[src/rtl/bp_be_dcache_lce_req_buffered.sv]
// LCE request handler for the BE dcache. Cached and uncached-load misses go through an FSM.
// Uncached stores are posted through a credit-limited FIFO, so the cache can move on after a store.
module bp_be_dcache_lce_req_buffered
  #(parameter int paddr_width_p         = 40
  , parameter int dword_width_p         = 64
  , parameter int lce_id_width_p        = 4
  , parameter int cce_id_width_p        = 4
  , parameter int d_lce_assoc_p         = 8
  , parameter int uc_store_els_p        = 4
  , parameter int uc_credits_p          = 8
  , parameter int timeout_max_limit_p   = 4
  , localparam int way_width_lp         = $clog2(d_lce_assoc_p)
  , localparam int cache_req_width_lp   = 3 + 2 + paddr_width_p + dword_width_p
  , localparam int metadata_width_lp    = way_width_lp + 1
  , localparam int lce_cce_req_width_lp = cce_id_width_p + lce_id_width_p + 3 + 1 + 1
                                          + way_width_lp + 2 + paddr_width_p + dword_width_p
  , localparam int lce_cce_resp_width_lp = cce_id_width_p + lce_id_width_p + 3 + paddr_width_p
  )
  (input  logic                             clk_i
  , input  logic                            reset_i
  , input  logic [lce_id_width_p-1:0]       lce_id_i
  , input  logic [cache_req_width_lp-1:0]   cache_req_i
  , input  logic                            cache_req_v_i
  , output logic                            cache_req_ready_o
  , input  logic [metadata_width_lp-1:0]    cache_req_metadata_i
  , input  logic                            cache_req_metadata_v_i
  , output logic [paddr_width_p-1:0]        miss_addr_o
  , input  logic                            coherence_blocked_i
  , input  logic                            cmd_ready_i
  , input  logic                            cce_data_received_i
  , input  logic                            uncached_data_received_i
  , input  logic                            set_tag_received_i
  , input  logic                            set_tag_wakeup_received_i
  , input  logic                            uc_store_done_i
  , output logic                            fence_clear_o
  , output logic [lce_cce_req_width_lp-1:0] lce_req_o
  , output logic                            lce_req_v_o
  , input  logic                            lce_req_ready_i
  , output logic [lce_cce_resp_width_lp-1:0] lce_resp_o
  , output logic                            lce_resp_v_o
  , input  logic                            lce_resp_yumi_i
  );

  localparam logic [2:0] e_miss_load  = 3'd0;
  localparam logic [2:0] e_miss_store = 3'd1;
  localparam logic [2:0] e_uc_load    = 3'd2;
  localparam logic [2:0] e_uc_store   = 3'd3;
  localparam logic [2:0] e_req_rd     = 3'd0;
  localparam logic [2:0] e_req_wr     = 3'd1;
  localparam logic [2:0] e_req_uc_rd  = 3'd2;
  localparam logic [2:0] e_req_uc_wr  = 3'd3;
  localparam logic [2:0] e_resp_coh_ack = 3'd0;
  // CCE selection interleaves on 64-byte blocks
  localparam int block_offset_lp = 6;
  localparam int fifo_ptr_w_lp   = $clog2(uc_store_els_p);
  localparam int fifo_cnt_w_lp   = $clog2(uc_store_els_p + 1);
  localparam int credit_w_lp     = $clog2(uc_credits_p + 1);
  localparam int timeout_w_lp    = $clog2(timeout_max_limit_p + 1);
  localparam int fifo_entry_w_lp = paddr_width_p + 2 + dword_width_p;
  localparam logic [credit_w_lp-1:0]   credit_max_lp    = credit_w_lp'(uc_credits_p);
  localparam logic [timeout_w_lp-1:0]  timeout_limit_lp = timeout_w_lp'(timeout_max_limit_p);
  localparam logic [fifo_cnt_w_lp-1:0] fifo_depth_lp    = fifo_cnt_w_lp'(uc_store_els_p);

  typedef enum logic [2:0] {
    e_ready        = 3'd0,
    e_send_cached  = 3'd1,
    e_send_uc_load = 3'd2,
    e_sleep        = 3'd3,
    e_send_coh_ack = 3'd4
  } state_e;

  function automatic logic [fifo_ptr_w_lp-1:0] ptr_inc(input logic [fifo_ptr_w_lp-1:0] p);
    return (p == fifo_ptr_w_lp'(uc_store_els_p - 1)) ? '0 : p + fifo_ptr_w_lp'(1);
  endfunction

  state_e state_r, state_n;

  logic [2:0]               req_msg;
  logic [1:0]               req_size;
  logic [paddr_width_p-1:0] req_addr;
  logic [dword_width_p-1:0] req_data;
  logic [way_width_lp-1:0]  md_way;
  logic                     md_dirty;
  assign {req_msg, req_size, req_addr, req_data} = cache_req_i;
  assign {md_way, md_dirty} = cache_req_metadata_i;

  logic accept, is_miss, fifo_enq, fifo_deq, fifo_full, fifo_empty;
  logic uc_wr_xfer, miss_xfer, timeout, wake_any;
  assign accept   = cache_req_v_i & cache_req_ready_o;
  assign is_miss  = (req_msg == e_miss_load) | (req_msg == e_miss_store);
  assign fifo_enq = accept & (req_msg == e_uc_store);
  assign wake_any = cce_data_received_i | uncached_data_received_i
                  | set_tag_received_i | set_tag_wakeup_received_i;

  logic [paddr_width_p-1:0] miss_addr_r;
  logic                     load_not_store_r;
  logic [1:0]               uc_size_r;
  logic                     data_recv_r, tag_recv_r;
  logic                     md_v_r, md_dirty_r;
  logic [way_width_lp-1:0]  md_way_r;
  logic [credit_w_lp-1:0]   credits_r;
  logic [timeout_w_lp-1:0]  timeout_cnt_r;

  logic [fifo_entry_w_lp-1:0] fifo_mem [uc_store_els_p];
  logic [fifo_ptr_w_lp-1:0]   wr_ptr_r, rd_ptr_r;
  logic [fifo_cnt_w_lp-1:0]   fifo_cnt_r;
  logic [paddr_width_p-1:0]   head_addr;
  logic [1:0]                 head_size;
  logic [dword_width_p-1:0]   head_data;
  assign {head_addr, head_size, head_data} = fifo_mem[rd_ptr_r];
  assign fifo_full  = (fifo_cnt_r == fifo_depth_lp);
  assign fifo_empty = (fifo_cnt_r == '0);
  assign fifo_deq   = uc_wr_xfer;

  // State register
  always_ff @(posedge clk_i or posedge reset_i) begin
    if (reset_i) state_r <= e_ready;
    else         state_r <= state_n;
  end

  // Next-state logic
  always_comb begin
    state_n = state_r;
    case (state_r)
      e_ready: begin
        if (accept) begin
          case (req_msg)
            e_miss_load, e_miss_store: state_n = e_send_cached;
            e_uc_load:                 state_n = e_send_uc_load;
            default:                   state_n = e_ready;
          endcase
        end
      end
      e_send_cached, e_send_uc_load: if (miss_xfer) state_n = e_sleep;
      e_sleep: begin
        if (set_tag_wakeup_received_i)    state_n = e_send_coh_ack;
        else if (uncached_data_received_i) state_n = e_ready;
        else if ((tag_recv_r | set_tag_received_i) & (data_recv_r | cce_data_received_i))
          state_n = e_send_coh_ack;
      end
      e_send_coh_ack: if (lce_resp_yumi_i) state_n = e_ready;
      default: state_n = e_ready;
    endcase
  end

  // Output logic; the FIFO head always wins so no load can overtake an older store
  logic [2:0]               out_msg;
  logic                     out_dirty;
  logic [way_width_lp-1:0]  out_way;
  logic [1:0]               out_size;
  logic [paddr_width_p-1:0] out_addr;
  logic [dword_width_p-1:0] out_data;
  always_comb begin
    lce_req_v_o = 1'b0;
    out_msg     = e_req_uc_wr;
    out_dirty   = 1'b0;
    out_way     = '0;
    out_size    = head_size;
    out_addr    = head_addr;
    out_data    = head_data;
    if (!fifo_empty) begin
      lce_req_v_o = (credits_r != '0);
    end else if (state_r == e_send_cached) begin
      lce_req_v_o = md_v_r;
      out_msg     = load_not_store_r ? e_req_rd : e_req_wr;
      out_dirty   = md_dirty_r;
      out_way     = md_way_r;
      out_size    = '0;
      out_addr    = miss_addr_r;
      out_data    = '0;
    end else if (state_r == e_send_uc_load) begin
      lce_req_v_o = md_v_r;
      out_msg     = e_req_uc_rd;
      out_size    = uc_size_r;
      out_addr    = miss_addr_r;
      out_data    = '0;
    end
  end

  assign lce_req_o = {out_addr[block_offset_lp +: cce_id_width_p], lce_id_i, out_msg,
                      1'b0, out_dirty, out_way, out_size, out_addr, out_data};
  assign uc_wr_xfer = lce_req_v_o & lce_req_ready_i & ~fifo_empty;
  assign miss_xfer  = lce_req_v_o & lce_req_ready_i & fifo_empty;

  assign lce_resp_v_o = (state_r == e_send_coh_ack);
  assign lce_resp_o   = {miss_addr_r[block_offset_lp +: cce_id_width_p], lce_id_i,
                         e_resp_coh_ack, miss_addr_r};

  assign timeout           = (timeout_cnt_r == timeout_limit_lp);
  assign cache_req_ready_o = cmd_ready_i & (state_r == e_ready) & ~timeout & ~fifo_full;
  assign fence_clear_o     = fifo_empty & (credits_r == credit_max_lp);
  assign miss_addr_o       = miss_addr_r;

  // Miss tracking, metadata capture, credits and timeout
  always_ff @(posedge clk_i or posedge reset_i) begin
    if (reset_i) begin
      miss_addr_r   <= '0;
      data_recv_r   <= 1'b0;
      tag_recv_r    <= 1'b0;
      md_v_r        <= 1'b0;
      credits_r     <= credit_max_lp;
      timeout_cnt_r <= '0;
    end else begin
      if (accept && (is_miss || req_msg == e_uc_load)) miss_addr_r <= req_addr;
      if (accept && is_miss) begin
        data_recv_r <= 1'b0;
        tag_recv_r  <= 1'b0;
      end else if (state_r == e_sleep) begin
        data_recv_r <= data_recv_r | cce_data_received_i;
        tag_recv_r  <= tag_recv_r | set_tag_received_i;
      end
      if (cache_req_metadata_v_i) md_v_r <= 1'b1;
      else if (accept)            md_v_r <= 1'b0;
      if (uc_wr_xfer && !uc_store_done_i)
        credits_r <= credits_r - credit_w_lp'(1);
      else if (!uc_wr_xfer && uc_store_done_i && credits_r != credit_max_lp)
        credits_r <= credits_r + credit_w_lp'(1);
      if (!coherence_blocked_i)           timeout_cnt_r <= '0;
      else if (timeout_cnt_r != timeout_limit_lp) timeout_cnt_r <= timeout_cnt_r + timeout_w_lp'(1);
    end
  end

  // Uncached-store FIFO control
  always_ff @(posedge clk_i or posedge reset_i) begin
    if (reset_i) begin
      wr_ptr_r   <= '0;
      rd_ptr_r   <= '0;
      fifo_cnt_r <= '0;
    end else begin
      if (fifo_enq) wr_ptr_r <= ptr_inc(wr_ptr_r);
      if (fifo_deq) rd_ptr_r <= ptr_inc(rd_ptr_r);
      case ({fifo_enq, fifo_deq})
        2'b10:   fifo_cnt_r <= fifo_cnt_r + fifo_cnt_w_lp'(1);
        2'b01:   fifo_cnt_r <= fifo_cnt_r - fifo_cnt_w_lp'(1);
        default: fifo_cnt_r <= fifo_cnt_r;
      endcase
    end
  end

  // Datapath registers carry no reset
  always_ff @(posedge clk_i) begin
    if (accept && is_miss)                 load_not_store_r <= (req_msg == e_miss_load);
    if (accept && req_msg == e_uc_load)    uc_size_r <= req_size;
    if (cache_req_metadata_v_i) begin
      md_way_r   <= md_way;
      md_dirty_r <= md_dirty;
    end
    if (fifo_enq) fifo_mem[wr_ptr_r] <= {req_addr, req_size, req_data};
  end

  always_ff @(posedge clk_i) begin
    if (!reset_i) begin
      assert (!(uc_store_done_i && !uc_wr_xfer && credits_r == credit_max_lp))
        else $error("uc_store_done_i with all credits already returned");
      assert (!(state_r == e_ready && wake_any))
        else $error("wake pulse received while idle");
    end
  end

endmodule

[config.mk]
export PLATFORM = sky130hd
export DESIGN_NAME = bp_be_dcache_lce_req_buffered
export DESIGN_NICKNAME = d
export VERILOG_FILES = /design/src/rtl/bp_be_dcache_lce_req_buffered.sv
export SDC_FILE = /design/constraint.sdc
export NUM_CORES = 1
export LEC_CHECK = 0
export ABC_AREA = 0
export CELL_PAD_IN_SITES_DETAIL_PLACEMENT = 1
export CELL_PAD_IN_SITES_GLOBAL_PLACEMENT = 1
export CORE_ASPECT_RATIO = 0.75
export CORE_MARGIN = 3
export CORE_UTILIZATION = 36
export DETAILED_ROUTE_END_ITERATION = 12
export GPL_ROUTABILITY_DRIVEN = 0
export HOLD_SLACK_MARGIN = 0.15
export PLACE_DENSITY = 0.63
export SLEW_MARGIN = 0
export SYNTH_ARGS = -nofsm -noshare
export SYNTH_HDL_FRONTEND = slang
export SYNTH_SLANG_ARGS = --single-unit
[constraint.sdc]
create_clock -name clk_i -period 5.7 [get_ports clk_i]
set_input_delay 1.14 -clock clk_i [delete_from_list [all_inputs] [get_ports clk_i]]
set_output_delay 1.14 -clock clk_i [all_outputs]
set_load 0.03 [all_outputs]
==> impl_metrics.env, run 1 <==
export IMPL_dp_cells=1939
export IMPL_max_freq_mhz=220
export IMPL_worst_pin_slew_ns=0.837
export IMPL_peakVddDrop_uv=339
export IMPL_yosysWarnings=0
export IMPL_hold_viol=0
export IMPL_drive_gt1_frac=0.223
export IMPL_cts_setup_buffers=0
export IMPL_cp_start_kind="flop"
export IMPL_final_max_slew_violation_count=0
export IMPL_synth_top_area_frac=0.656
export IMPL_powerDensity_mw_per_mm2=530
export IMPL_grt_pass1_vias=11100
export IMPL_max_cap_violations=0
export IMPL_synth_cells=980
export IMPL_worstPathRequired_ns=4.56
export IMPL_worst_slack_ns=1.15
export IMPL_cts_root_buf="clkbuf_16"
export IMPL_core_area_mm2=0.0536
export IMPL_yosys_top_cells_count="edfxtp_1, mux4_2, mux2_2, buf_4, nor2b_1"
export IMPL_dp_hpwl_um=29000
export IMPL_wl_um=46300
export IMPL_clockBufferDepth=3
export IMPL_die_area_mm2=0.0576
export IMPL_die_h_um=209
export IMPL_total_power_mw=13.3
export IMPL_layout_min_cycle_time_ns=4.55
export IMPL_drt_initial_drc_count=675
export IMPL_rsz0062_at_grt="false"
export IMPL_p_leak_nw=8.34
export IMPL_initial_core_util=0.368
export IMPL_yosys_register_bits=491
export IMPL_grt_max_degree=67
export IMPL_clk_pin_slew_ns=0.06
export IMPL_post_drt_wl_per_cell_um=22.8
export IMPL_rows=73
export IMPL_synth_edf_count=431
export IMPL_finalSetupViolations=0
export IMPL_syn_area_per_cell_um2=20.1
export IMPL_synth_async_reset_ratio=0.122
export IMPL_critical_path_class="reg2out"
export IMPL_cts_resized=0
export IMPL_grt_usage=0.161
export IMPL_fp_dieW_um=276
export IMPL_yosysTopAreaCell="edfxtp_1"
export IMPL_clock_sinks=491
export IMPL_netlist_area_mm2=0.0197
export IMPL_synth_area_leaders="edfxtp_1, mux4_2, dfrtp_1"
export IMPL_status="complete, no violations"
export IMPL_cts_buffers=51
export IMPL_placed_cell_area_mm2=0.0235
export IMPL_grt_ovfl_total=0
export IMPL_fin_tns_setup_ns=0
export IMPL_grt_first_pass_wirelength_um=71100
export IMPL_maxSlewHeadroom=0.442
export IMPL_fin_skew_ns=0.0120
export IMPL_syn_to_final_growth_pct=27.2
export IMPL_synth_cell_type_count=51
export IMPL_ctsHtreeMaxLevel=2
export IMPL_dr_pass1_iters=6
export IMPL_synth_most_common_cell="edfxtp_1"
export IMPL_vias_per_cell=4.92
export IMPL_stdcell_count=2034
export IMPL_min_period_over_period=0.798
export IMPL_cts_hold_buf=0
export IMPL_cts_tree="done"
export IMPL_hold_path_class="reg2reg"
export IMPL_synth_main_ff_cell="edfxtp_1"
export IMPL_drc=0
export IMPL_crit_path_max_fanout=55
export IMPL_crit_path_end_kind="primary output"
export IMPL_whs_ns=0.513
export IMPL_layout_nets=1420
export IMPL_clock_latency_ns=0.57
export IMPL_finalInstanceArea_mm2=0.0251
export IMPL_final_util=0.468
export IMPL_ys_seq_area_frac=0.733
export IMPL_crit_arrival_ns=3.41
export IMPL_antenna_found_initial=7
export IMPL_io_pins=347
export IMPL_post_place_ws_ns=1.70
export IMPL_via_count=10000
export IMPL_final_antenna_net_count=0
export IMPL_io_buffers=329
[routing by layer]
layer	wire, um	GRT usage	up-vias
met3	2790	0.0442	62
met2	22800	0.270	239
li1	-	-	4442
met4	676	0.0324	10
met1	20000	0.211	5254
met5	57	0	-
[registers in the layout, summed over array words and instances, names as in the netlist, 2 cells and up]
register / cells
fifo_mem: 424
miss_addr_o: 40
credits_r: 4
fifo_cnt_r: 3
md_way_r: 3
state_r: 3
timeout_cnt_r: 3
rd_ptr_r: 2
uc_size_r: 2
wr_ptr_r: 2
[cell type report]
class	count	area, um2
Fill cell	5023	28500
Antenna cell	1	2.50
Multi-Input combinational cell	374	4550
Timing Repair Buffer	349	3560
Inverter	13	50.0
Sequential cell	491	14500
Clock buffer	70	1390
Clock inverter	24	189
Tap cell	712	891
[cell families (layout without fill, tap and decap cells)]
logic type / Yosys count / in the layout / synth area share
compound gates: 27 / 27 / 0.00901
xor+xnor: 5 / 5 / 0.00222
fa+ha+maj: 10 / 10 / 0.00673
buf+inv: 119 / 456 / 0.0381
flops: 491 / 491 / 0.733
mux: 193 / 193 / 0.171
other cells: 1 / 6 / 0.000190
simple gates: 134 / 134 / 0.0405
[layout by cell type (no fill, tap or decap), types with 2 or more instances in the layout]
cell type and instances:
edfxtp_1 431, clkdlybuf4s50_1 329, mux4_2 106, mux2_2 83, nor2b_1 65, dfrtp_1 57
clkbuf_16 51, clkbuf_1 15, nand2_1 13, nor2_1 13, clkinv_2 13, inv_1 12
buf_4 11, ha_1 9, buf_12 9, nor3_1 8, clkinv_1 8, and3_1 6
a21oi_1 5, nand3_1 5, o21ai_0 5, conb_1 5, and2_4 4, clkbuf_8 4
xnor2_1 3, nand4_1 3, and2_1 3, bufinv_16 3, nand2b_1 2, mux2i_1 2
nor4_1 2, o22ai_1 2, a31oi_1 2, a211oi_1 2, a21o_1 2, a32oi_1 2
xor2_1 2, mux2_1 2, dfrtp_4 2
[worst max-delay path: stages, from the launching register on]
cell	delay [ns]
dfrtp_1	0.46
nor4_4	0.57
o21a_4	0.46
buf_12	0.32
mux2_2	0.37
clkdlybuf4s50_1	0.60
[final timing paths]
| kind | startpoint | end | slack (ns) | cells past startpoint |
|---|---|---|---|---|
| max | fifo_cnt_r[0]$_DFFE_PP0P_ | lce_req_o[82] | 1.15 | 5 |
| min | data_recv_r$_DFFE_PP0P_ | data_recv_r$_DFFE_PP0P_ | 0.51 | 2 |
| max reg2reg | timeout_cnt_r[0]$_DFFE_PP0P_ | fifo_mem[2][30]$_DFFE_PP_ | 2.62 | 7 |
| min reg2reg | data_recv_r$_DFFE_PP0P_ | data_recv_r$_DFFE_PP0P_ | 0.51 | 2 |
| max in group asynchronous | reset_i | miss_addr_o[16]$_DFFE_PP0P_ | 3.75 | 3 |
| min in group asynchronous | reset_i | miss_addr_o[31]$_DFFE_PP0P_ | 0.98 | 2 |
[power by group]
group / leakage, nW / internal, mW / switching, mW
Combinational: 2.95 / 2.60 / 2.98
Clock: 0.781 / 1.83 / 1.33
Sequential: 4.61 / 4.15 / 0.408
Power figures use the tool's default switching activity.
==> run 2, diff against run 1 <==
Settings changed: PLACE_DENSITY 0.63 to 0.66.
Clock period 5.7 ns to 4.1 ns, I/O delays scaled along.
==> run 2 against run 1 <==
Compared with the run above:
- hold slack got worse by 0.0026 ns
- via count about the same
- count of clock-buffer cells in the layout fell by 3
- wire length shrank 0.18%
- critical path type unchanged
- largest power group unchanged
- highest routed layer unchanged
==> impl_metrics.env, run 2 (synthesis gave the netlist of run 1 again) <==
export IMPL_die_h_um=209
export IMPL_fin_skew_ns=0.0178
export IMPL_cp_start_kind="flop"
export IMPL_final_antenna_net_count=0
export IMPL_layout_commonest_cell="edfxtp_1"
export IMPL_post_drt_wl_per_cell_um=22.5
export IMPL_worst_slack_ns=0.229
export IMPL_crit_path_max_fanout=38
export IMPL_io_pins=347
export IMPL_p_int_mw=11.9
export IMPL_crit_path_start="rd_ptr_r[0]$_DFFE_PP0P_"
export IMPL_p_seq_frac=0.333
export IMPL_powerDensity_mw_per_mm2=728
export IMPL_whs_ns=0.510
export IMPL_crit_path_max_incr_delay_ns=0.62
export IMPL_antenna_found_initial=4
export IMPL_p_sw_mw=6.57
export IMPL_top_register="fifo_mem"
export IMPL_timing_rr_end="fifo_mem[2][40]$_DFFE_PP_"
export IMPL_dr_pass1_iters=6
export IMPL_finalSetupViolations=0
export IMPL_dp_cells=1961
export IMPL_r2r_slack_ns=1.20
export IMPL_worstPathRequired_ns=3.28
export IMPL_grt_pass1_vias=11100
export IMPL_io_buffers=329
export IMPL_power_share_clock=0.231
export IMPL_combPwrFrac=0.436
export IMPL_layout_nets=1445
export IMPL_stdcell_count=2058
export IMPL_status="complete, no violations"
export IMPL_dp_hpwl_um=30500
export IMPL_p_leak_nw=8.49
export IMPL_layout_min_cycle_time_ns=3.87
export IMPL_peakVddDrop_uv=379
export IMPL_syn_to_final_growth_pct=28.9
export IMPL_rows=73
export IMPL_cts_buffers=49
export IMPL_grt_usage=0.159
export IMPL_critical_path_class="reg2out"
export IMPL_fin_tns_setup_ns=0
export IMPL_max_cap_violations=0
export IMPL_grt_max_degree=61
export IMPL_vias_per_cell=4.86
export IMPL_initial_core_util=0.368
export IMPL_crit_chain="buf_12 > mux4_2 > mux2_2 > clkdlybuf4s50_1"
export IMPL_cpMaxStageDelayCell="dfrtp_4"
export IMPL_drc=0
export IMPL_clockBufferDepth=3
export IMPL_sw_frac_of_total=0.355
export IMPL_fp_dieW_um=276
export IMPL_post_place_ws_ns=0.509
export IMPL_wl_um=46200
export IMPL_cts_tree="done"
export IMPL_core_area_mm2=0.0536
export IMPL_ctsHtreeMaxLevel=2
export IMPL_worst_pin_slew_ns=1.05
export IMPL_die_area_mm2=0.0576
export IMPL_max_freq_mhz=258
export IMPL_grt_ovfl_total=0
export IMPL_hold_viol=0
export IMPL_min_period_over_period=0.944
export IMPL_cts_root_buf="clkbuf_16"
export IMPL_grt_first_pass_wirelength_um=70700
export IMPL_r2r_cells=7
export IMPL_drive_gt1_frac=0.236
export IMPL_maxSlewHeadroom=0.298
export IMPL_r2r_start="timeout_cnt_r[0]$_DFFE_PP0P_"
export IMPL_layout_common_cells="edfxtp_1, clkdlybuf4s50_1, mux4_2"
export IMPL_hold_path_class="reg2reg"
export IMPL_largest_reg_flops=424
export IMPL_clock_latency_ns=0.57
export IMPL_via_count=9997
export IMPL_crit_arrival_ns=3.05
export IMPL_drt_initial_drc_count=775
export IMPL_final_util=0.474
export IMPL_clk_pin_slew_ns=0.06
export IMPL_final_max_slew_violation_count=0
export IMPL_clock_sinks=491
export IMPL_endpoint="lce_req_o[84]"
export IMPL_rsz0062_at_grt="false"
export IMPL_crit_path_end_kind="primary output"
-- run 2: worst min path at each step --
stage / start / to / cells after the start
final: data_recv_r$_DFFE_PP0P_ / data_recv_r$_DFFE_PP0P_ / 2
after global routing: data_recv_r$_DFFE_PP0P_ / data_recv_r$_DFFE_PP0P_ / 2
after CTS: data_recv_r$_DFFE_PP0P_ / data_recv_r$_DFFE_PP0P_ / 2
after detailed placement: data_recv_r$_DFFE_PP0P_ / data_recv_r$_DFFE_PP0P_ / 2
after global placement: tag_recv_r$_DFFE_PP0P_ / tag_recv_r$_DFFE_PP0P_ / 2
after floorplan: data_recv_r$_DFFE_PP0P_ / data_recv_r$_DFFE_PP0P_ / 2
-- run 2: worst max-delay path: cells and delay by family, from the launching register on --
family                 cells  cell delay (ns)
buffers and inverters      2             0.93
muxes                      2             0.89
DFF                        1             0.62
-- run 2: routing by layer --
layer	global-route usage	wire [um]	vias to the layer above
met1	0.217	20600	5212
met3	0.0365	2350	65
met5	0	23	-
li1	-	-	4481
met2	0.260	22400	235
met4	0.0386	792	4
-- run 2: layout make-up --
type                       count  area [um2]
clock buffer                  67        1360
sequential                   491       14500
inverter                      13        50.0
clock inverter                23         164
multi-input combinational    374        4560
fill                        4974       28200
timing repair buffer         376        3930
tap                          712         891
antenna                        2        5.00
-- run 2: power by group through the flow --
stage / logic, mW / clock network, mW / registers [mW]
floorplan: 4.96 / 0 / 6.48
global placement: 8.10 / 0 / 6.25
detailed placement: 8.15 / 0 / 6.27
CTS: 8.20 / 4.42 / 6.17
global route: 8.52 / 4.61 / 6.23
finish: 8.07 / 4.27 / 6.16
-- run 2: repair_timing --
item | CTS | global route
gates resized for setup | 0 | 2
pin swaps | 0 | 1
hold buffers | 0 | 0
buffers inserted | 2 | 3
setup endpoints to repair | 57 | 54
-- run 2: stage by stage --
stage | total power, mW | instance area, um2
after floorplan | 11.4 | 19700
after global placement | 14.3 | 23800
after detailed placement | 14.4 | 23800
after CTS | 18.8 | 25400
after global routing | 19.4 | 25400
final | 18.5 | 25400
==> run 3, diff against run 2 <==
Settings changed: PLACE_DENSITY 0.66 to 0.63.
Clock period 4.1 ns to 4.68 ns, I/O delays scaled along.
==> run 3 against run 2 <==
Compared with the run above:
- sequential cell count did not move
- worst setup slack improved by 0.13 ns
- largest power group unchanged
- core utilization fell by 0.57 points
- total power fell by 13%
- first-iteration DRC count fell by 15%
- sequential power fell by 11%
- wire length fell by 0.63%
- non-clock buffer count fell by 26
- count of clock-buffer cells in the layout rose by 3
- final cell count fell by 1.1%
- register-to-register slack improved by 0.63 ns
- via count barely moved
==> impl_metrics.env, run 3 (synthesis gave the netlist of run 1 again) <==
export IMPL_critical_path_class="reg2out"
export IMPL_p_leak_nw=8.35
export IMPL_worstPathRequired_ns=3.74
export IMPL_r2r_slack_ns=1.83
export IMPL_holdPathStages=2
export IMPL_clock_latency_ns=0.57
export IMPL_maxSlewHeadroom=0.410
export IMPL_cpMaxStageDelayCell="clkdlybuf4s50_1"
export IMPL_cp_depth=5
export IMPL_layout_nets=1420
export IMPL_largest_reg_flops=424
export IMPL_top_register="fifo_mem"
export IMPL_initial_core_util=0.368
export IMPL_max_freq_mhz=231
export IMPL_worst_pin_slew_ns=0.884
export IMPL_drive_gt1_frac=0.224
export IMPL_via_count=10000
export IMPL_grt_usage=0.159
export IMPL_syn_to_final_growth_pct=27.3
export IMPL_crit_arrival_ns=3.39
export IMPL_grt_max_degree=62
export IMPL_drc=0
export IMPL_die_h_um=209
export IMPL_die_area_mm2=0.0576
export IMPL_crit_path_end_kind="primary output"
export IMPL_hold_path_class="reg2reg"
export IMPL_antenna_found_initial=4
export IMPL_final_antenna_net_count=0
export IMPL_cts_tree="done"
export IMPL_clockBufferDepth=3
export IMPL_cts_root_buf="clkbuf_16"
export IMPL_stdcell_count=2036
export IMPL_post_drt_wl_per_cell_um=22.6
export IMPL_fin_skew_ns=0.0126
export IMPL_drt_initial_drc_count=656
export IMPL_core_area_mm2=0.0536
export IMPL_fp_dieW_um=276
export IMPL_crit_path_max_fanout=46
export IMPL_dp_cells=1940
export IMPL_fin_tns_setup_ns=0
export IMPL_ctsHtreeMaxLevel=2
export IMPL_io_pins=347
export IMPL_critPathBufInv=2
export IMPL_peakVddDrop_uv=395
export IMPL_grt_pass1_vias=11200
export IMPL_cts_resized=0
export IMPL_hold_viol=0
export IMPL_grt_first_pass_wirelength_um=70400
export IMPL_layout_common_cells="edfxtp_1, clkdlybuf4s50_1, mux4_2"
export IMPL_dr_pass1_iters=6
export IMPL_vias_per_cell=4.91
export IMPL_whs_ns=0.513
export IMPL_dp_hpwl_um=28500
export IMPL_status="complete, no violations"
export IMPL_path_delay_family="buffers and inverters"
export IMPL_rows=73
export IMPL_cts_setup_buffers=0
export IMPL_cts_hold_buf=0
export IMPL_crit_chain="nor4_4 > o21a_4 > buf_4 > mux2_2 > clkdlybuf4s50_1"
export IMPL_finalSetupViolations=0
export IMPL_r2r_cells=7
export IMPL_final_max_slew_violation_count=0
export IMPL_powerDensity_mw_per_mm2=641
export IMPL_cp_start_kind="flop"
export IMPL_layout_min_cycle_time_ns=4.32
export IMPL_min_period_over_period=0.924
export IMPL_crit_path_max_incr_delay_ns=0.60
export IMPL_clk_pin_slew_ns=0.06
export IMPL_grt_ovfl_total=0
export IMPL_rsz0062_at_grt="false"
export IMPL_io_buffers=329
export IMPL_clock_sinks=491
export IMPL_max_cap_violations=0
export IMPL_layout_commonest_cell="edfxtp_1"
export IMPL_wl_um=46000
export IMPL_cts_buffers=50
-- run 3: cell count changes in the layout (fill, tap and decap cells not counted), sizes merged --
cell,change
diode,+2
inv,-2
bufinv,-1
buf,-26
clkinv,+4
clkinvlp,-2
clkbuf,+3
-- run 3: final timing paths --
path                                               from                     endpoint
setup / recovery              fifo_cnt_r[0]$_DFFE_PP0P_                lce_req_o[73]
hold / removal                  data_recv_r$_DFFE_PP0P_      data_recv_r$_DFFE_PP0P_
setup reg to reg           timeout_cnt_r[0]$_DFFE_PP0P_    fifo_mem[3][74]$_DFFE_PP_
hold reg to reg                 data_recv_r$_DFFE_PP0P_      data_recv_r$_DFFE_PP0P_
max in group asynchronous                       reset_i  miss_addr_o[19]$_DFFE_PP0P_
min in group asynchronous                       reset_i           md_v_r$_DFFE_PP0P_
-- run 3: layout make-up --
cell class	count	area, um2
Timing Repair Buffer	350	3590
Clock buffer	70	1430
Fill cell	5022	28500
Clock inverter	22	134
Antenna cell	4	10.0
Multi-Input combinational cell	374	4550
Inverter	13	50.0
Tap cell	712	891
Sequential cell	491	14500
-- run 3: worst reg2reg max path, delay by kind of cell, from the launching register on --
family | cells | cell delay [ns]
adders and majority gates | 1 | 0.23
DFF | 1 | 0.37
and+or+nand+nor | 4 | 1.39
buffers and inverters | 2 | 0.47
-- run 3: routing by layer --
metal  GRT usage  up-vias  routed length [um]
li1            -     4432                   -
met1       0.209     5271               19600
met2       0.268      236               22800
met3      0.0373       56                2780
met4      0.0355        6                 727
met5           0        -                  26
-- run 3: power by group --
group / leakage, nW / switching (mW) / internal, mW
registers: 4.61 / 0.442 / 5.05
clock network: 0.776 / 1.61 / 2.17
logic: 2.96 / 3.67 / 3.15
total: 8.35 / 5.72 / 10.4
-- run 3: per-stage QoR --
step | utilization | setup WS (ns) | instance area [um2] | power [mW]
after floorplan | - | 0.194 | 19700 | 10.0
after CTS | 0.468 | 0.306 | 25100 | 16.4
after global placement | 0.439 | 1.01 | 23500 | 12.5
after detailed placement | 0.439 | 0.950 | 23500 | 12.5
after global routing | 0.468 | 0.180 | 25100 | 16.9
final | 0.468 | 0.357 | 25100 | 16.1
